## src/rtl/stream_pack_pkg.sv

```systemverilog
// Shared types and width helpers for the stream word packer.
// Optional flush timeout is enabled with STREAM_PACK_TIMEOUT_EN.
package stream_pack_pkg;

  typedef enum logic {
    IDLE = 1'b0,
    FILL = 1'b1
  } pack_state_e;

  function automatic int lane_w(input int ratio);
    return (ratio > 1) ? $clog2(ratio) : 1;
  endfunction

  function automatic int ptr_w(input int depth);
    return $clog2(depth) + 1;
  endfunction

endpackage

```

## src/rtl/pack_flush_timer.sv

```systemverilog
// Idle counter for a partially filled word; pulses expire when it times out.
// Instantiated only when STREAM_PACK_TIMEOUT_EN is defined.
module pack_flush_timer #(
  parameter int FLUSH_TIMEOUT = 64
) (
  input  logic wr_clk,
  input  logic wr_rst,
  input  logic active,
  input  logic beat,
  output logic expire
);

  localparam int CNT_W = $clog2(FLUSH_TIMEOUT + 1);

  logic [CNT_W-1:0] idle_cnt;

  assign expire = active && !beat &&
                  (idle_cnt == CNT_W'(FLUSH_TIMEOUT - 1));

  always_ff @(posedge wr_clk or posedge wr_rst) begin
    if (wr_rst) begin
      idle_cnt <= '0;
    end else if (!active || beat || expire) begin
      idle_cnt <= '0;
    end else begin
      idle_cnt <= idle_cnt + 1'b1;
    end
  end

endmodule

```

## src/rtl/stream_word_packer.sv

```systemverilog
// Packs a narrow valid/ready stream into RAM words written as a circular buffer.
// Define STREAM_PACK_TIMEOUT_EN to flush idle partial words after FLUSH_TIMEOUT.
module stream_word_packer
  import stream_pack_pkg::*;
#(
  parameter int DATA_WIDTH    = 32,
  parameter int IN_WIDTH      = 8,
  parameter int ADDR_DEPTH    = 16,
  parameter int ADDR_WIDTH    = 32,
  parameter int FLUSH_TIMEOUT = 64,
  localparam int PTR_W        = ptr_w(ADDR_DEPTH)
) (
  input  logic                    wr_clk,
  input  logic                    wr_rst,
  input  logic                    s_valid,
  output logic                    s_ready,
  input  logic [IN_WIDTH-1:0]     s_data,
  input  logic                    s_last,
  input  logic [PTR_W-1:0]        rd_ptr,
  output logic                    wr_enable,
  output logic [ADDR_WIDTH-1:0]   wr_address,
  output logic [DATA_WIDTH-1:0]   wr_data,
  output logic [DATA_WIDTH/8-1:0] wr_strb,
  output logic [PTR_W-1:0]        wr_ptr,
  output logic                    frame_done,
  output logic [PTR_W-1:0]        frame_words
);

  localparam int RATIO    = DATA_WIDTH / IN_WIDTH;
  localparam int BPB      = IN_WIDTH / 8;
  localparam int STRB_W   = DATA_WIDTH / 8;
  localparam int ADDR_LSB = $clog2(STRB_W);
  localparam int LANE_W   = lane_w(RATIO);

  pack_state_e         state;
  logic [LANE_W-1:0]   lane;
  logic [DATA_WIDTH-1:0] acc_data;
  logic [STRB_W-1:0]   acc_strb;
  logic [PTR_W-1:0]    frm_cnt;
  logic                ready_q;

  logic                beat;
  logic                last_lane;
  logic                commit;
  logic                expire;
  logic [PTR_W-1:0]    wr_ptr_nxt;
  logic [PTR_W-1:0]    used_nxt;
  logic [DATA_WIDTH-1:0] nxt_data;
  logic [STRB_W-1:0]   nxt_strb;

  assign s_ready    = ready_q;
  assign beat       = s_valid && ready_q;
  assign last_lane  = (lane == LANE_W'(RATIO - 1));
  assign commit     = (beat && (last_lane || s_last)) || expire;
  assign wr_ptr_nxt = wr_ptr + PTR_W'(commit);
  assign used_nxt   = wr_ptr_nxt - rd_ptr;

`ifdef STREAM_PACK_TIMEOUT_EN
  pack_flush_timer #(
    .FLUSH_TIMEOUT(FLUSH_TIMEOUT)
  ) u_flush_timer (
    .wr_clk(wr_clk),
    .wr_rst(wr_rst),
    .active(state == FILL),
    .beat  (beat),
    .expire(expire)
  );
`else
  // timeout can never fire in this build
  assign expire = (FLUSH_TIMEOUT < 0);
`endif

  // an idle packer starts from an empty word
  always_comb begin
    nxt_data = (state == FILL) ? acc_data : '0;
    nxt_strb = (state == FILL) ? acc_strb : '0;
    if (beat) begin
      nxt_data[int'(lane)*IN_WIDTH +: IN_WIDTH] = s_data;
      nxt_strb[int'(lane)*BPB +: BPB]           = '1;
    end
  end

  always_ff @(posedge wr_clk or posedge wr_rst) begin
    if (wr_rst) begin
      state       <= IDLE;
      lane        <= '0;
      acc_data    <= '0;
      acc_strb    <= '0;
      frm_cnt     <= '0;
      ready_q     <= 1'b0;
      wr_enable   <= 1'b0;
      wr_address  <= '0;
      wr_data     <= '0;
      wr_strb     <= '0;
      wr_ptr      <= '0;
      frame_done  <= 1'b0;
      frame_words <= '0;
    end else begin
      ready_q     <= (used_nxt < PTR_W'(ADDR_DEPTH));
      wr_enable   <= commit;
      wr_ptr      <= wr_ptr_nxt;
      frame_done  <= beat && s_last;
      frame_words <= '0;
      if (commit) begin
        wr_address <= ADDR_WIDTH'(wr_ptr[PTR_W-2:0]) << ADDR_LSB;
        wr_data    <= nxt_data;
        wr_strb    <= nxt_strb;
        lane       <= '0;
        state      <= IDLE;
        if (beat && s_last) begin
          frame_words <= frm_cnt + 1'b1;
          frm_cnt     <= '0;
        end else begin
          frm_cnt <= frm_cnt + 1'b1;
        end
      end else if (beat) begin
        acc_data <= nxt_data;
        acc_strb <= nxt_strb;
        lane     <= lane + 1'b1;
        state    <= FILL;
      end
    end
  end

endmodule
```

## config.mk

```make
export PLATFORM = sky130hd
export DESIGN_NAME = stream_word_packer
export DESIGN_NICKNAME = d
export VERILOG_FILES = /design/src/rtl/stream_pack_pkg.sv /design/src/rtl/pack_flush_timer.sv /design/src/rtl/stream_word_packer.sv
export SDC_FILE = /design/constraint.sdc
export NUM_CORES = 1
export LEC_CHECK = 0
export BUFFER_PORTS_ARGS = -buffer_cell sky130_fd_sc_hd__buf_2
export CAP_MARGIN = 20
export CORE_MARGIN = 2
export CORE_UTILIZATION = 40
export CTS_CLUSTER_DIAMETER = 30
export DETAILED_ROUTE_END_ITERATION = 10
export GPL_TIMING_DRIVEN = 0
export PLACE_DENSITY = 0.61
export REMOVE_ABC_BUFFERS = 1
export SYNTH_ARGS = -nofsm -noshare
export SYNTH_HDL_FRONTEND = slang
export SYNTH_HIERARCHICAL = 1
export SYNTH_SLANG_ARGS = --single-unit
```

## constraint.sdc

```tcl
create_clock -name wr_clk -period 2.45 [get_ports wr_clk]
set_input_delay 0.1225 -clock wr_clk [delete_from_list [all_inputs] [get_ports wr_clk]]
set_output_delay 0.1225 -clock wr_clk [all_outputs]
set_load 0.05 [all_outputs]
```

==> key figures <==
Pwr
  • Peak supply drop: 0.000508 V
  • Cell area power density: 1360 nW/um^2
  • Leakage: 2.46 nW

Outcome
  • Status: complete, no violations

Worst setup path
  • CP Launch Type: flip-flop
  • Crit-path max cell delay: 440 ps
  • Critical path type: reg -> reg
  • Worst R2R Path Depth: 10
  • CP cell instances: ha_4 > o21ai_4 > clkbuf_16 > inv_16 > ha_1 > ha_1 > ha_1 > a21oi_1 > o21ai_2 > xnor2_1
  • Crit-path max FO: 44
  • Crit path arrival time: 2630 ps
  • Critical Path RT: 2710 ps
  • CP dominant cell by count: ha_1
  • Crit path capture type: flip-flop
  • CP max-delay cell: dfrtp_1

Place
  • Placed cells: 582
  • DP HPWL: 6320 um
  • GPL Wtd Cong: 0.778
  • Post-DP Area: 4700 um^2
  • Dpl ws: -1060 ps
  • Port buffer count: 69

Floorplanning
  • CORE AREA: 10,800 um^2
  • Ports: 98
  • Die area: 11,900 um^2
  • Starting Density: 40.8%
  • # rows: 38
  • Die span in y: 109 um
  • Width of the die: 109 um

Yosys
  • Post-Synth Adder-Cell Area: 3.11%
  • Synth Area in Simple Gates: 13.5%
  • Yosys cell types: 39
  • Complex-gate fraction of the synthesized area: 17.2%
  • Main area contributors after synthesis: dfrtp_1 (55%), a22o_1 (7.1%), nor2_1 (6.5%), a221oi_1 (6.3%), buf_4 (5.3%)
  • Yosys top cell area share: 54.8%
  • Cells after synthesis: 403
  • Yosys reg bits: 97
  • Area leader, netlist: dfrtp_1
  • Main combinational cell family by area after synthesis: compound AO/OA/AOI/OAI gates
  • XOR/XNOR Fraction of Synth Area: 1.19%
  • Mapped Area: 4430 um^2
  • Top_reg_cell synth: dfrtp_1
  • Post-synth EDFFs: 0
  • YS warnings: 6
  • Sequential area share after synthesis: 54.8%
  • Post-synth ARST share: 100%
  • Mux share of post-synthesis cell area: 0%
  • Syn_area_per_cell: 11.0 um^2

Layout
  • N_diodes: 0
  • Finished Cell Area: 5030 um^2
  • Layout Nets: 490
  • Most frequent cells in the layout: dfrtp_1 (95), nor2_1 (77), buf_2 (69)
  • Share of layout cells above drive strength 1: 24.7%
  • Post-Layout Cell Count: 606
  • P&R area growth vs syn: 13.6%
  • Commonest non-fill, non-tap cell in the layout: dfrtp_1
  • Post-layout util: 46.4%

Route
  • Total wire length: 9740 um
  • Post-DRT Antenna Nets: 0
  • Post-DR wirelength/cell: 16.1 um
  • Drc violations: 0
  • DRT Pass-1 Iters: 4
  • 1st-iter DRT viols: 160
  • Vias per std cell: 5.13
  • Routed vias: 3,106

Clock tree
  • TritonCTS clock tree: built
  • Clk sink count: 97
  • H-tree levels: 3
  • Buffer depth of the longest clock path: 2
  • Clock Latency Late Sink: 360 ps
  • CTS buffer count: 9
  • CTS clock-pin slew for the worst setup and hold paths: 90 ps
  • Cell chosen for the clock root: clkbuf_8

Timing
  • Final period util: 96.8%
  • Final worst path period need: 2370 ps
  • Final Max Tran Viols: 0
  • Worst Tran Pin Value: 645 ps
  • Final hold vios: 0
  • Rel. slew slack: 57.0%
  • F_max: 422 MHz
  • Fin worst setup slack: 78.0 ps
  • Skew final: 9.75 ps
  • Worst hold slack: 63.7 ps
  • Final setup viols: 0

GRT
  • Overflow after GRT: 0
  • Largest net degree at the start of global routing: 51
  • Total Routing Usage GR: 17.7%
  • Initial antenna violation count: 0
  • First-pass GRT wire length: 16,000 um
  • Vias in the first global route: 3,088

Hold path
  • Worst Hold Depth: 3
  • Hold WC Path Type: in -> reg

Flow run
  • Number of max-cap violations: 0
==> registers in the layout, indices dropped and copies added, names as in the netlist, 2 cells and up <==
register,flops
wr_address,4
frm_cnt,5
frame_words,5
acc_strb,4
wr_strb,4
lane,2
acc_data,32
wr_data,32
wr_ptr,5
==> worst paths after layout <==
| path | start | endpoint | slack [ps] |
|---|---|---|---|
| worst max register to register | lane[1] | s_ready | 80 |
| worst min register to register | wr_address[5] | wr_address[5] | 490 |
| min in group asynchronous | wr_rst | wr_ptr[4] | 400 |
| worst min-delay path | rd_ptr[4] | s_ready | 60 |
| worst max-delay path | lane[1] | s_ready | 80 |
| max in group asynchronous | wr_rst | wr_data[12] | 1380 |
==> Yosys cell counts, drive strengths merged, types with 6 or more instances <==
cell type   n
a22o       36
nand2      22
clkbuf     14
a221oi     32
buf        45
inv         8
nor2       77
ha         11
o21ai      11
and2        6
nand2b      8
dfrtp      97
==> stage by stage <==
stage	total power [mW]	setup TNS [ps]
detailed placement	5.74	-2840
global route	7.27	-13.0
floorplan	4.93	-22850
CTS	6.84	0
global placement	5.65	-175680
finish	6.83	0
==> cell type report <==
type | count | area (um^2)
clock buffers | 11 | 131
clock inverters | 4 | 45.0
fillers | 1064 | 5810
inverters | 8 | 48.8
multi-input cells | 267 | 1710
flip-flops and latches | 97 | 2430
well taps | 140 | 175
repair buffers | 79 | 485
==> critical path, delay by kind of cell (launching register included) <==
| family | cells | cell delay [ps] |
|---|---|---|
| buffers and inverters | 2 | 270 |
| adders and majority gates | 4 | 980 |
| AOI/OAI and AO/OA | 3 | 440 |
| DFF | 1 | 440 |
| xor gates and xnor gates | 1 | 120 |
==> where the power goes <==
group          switching [mW]  internal (mW)
Sequential              0.341           2.13
Combinational            2.48          0.887
Clock                   0.528          0.463
==> per-layer routing <==
layer	vias to the layer above	wire [um]	part of all wire, %	track usage [%]
met5	-	0	0	0
met4	0	199	2.0	8.05
met3	14	654	6.7	2.69
met2	107	4700	48	27.6
met1	1517	4190	43	24.2
li1	1468	-	-	-
==> cells by family after synthesis <==
group	Yosys count
other	1
and+or+nand+nor	128
xor gates and xnor gates	6
adders and majority gates	11
DFF	97
buffers and inverters	67
AOI/OAI and AO/OA	93
==> what timing repair did <==
action,CTS,global route
cloned,2,0
pin swaps,2,2
gates resized for setup,10,8
hold buffers,1,0
buffers inserted,5,1
setup endpoints to repair,6,13
endpoints found under the hold margin,49,0
(Power assumes the default switching activity.)
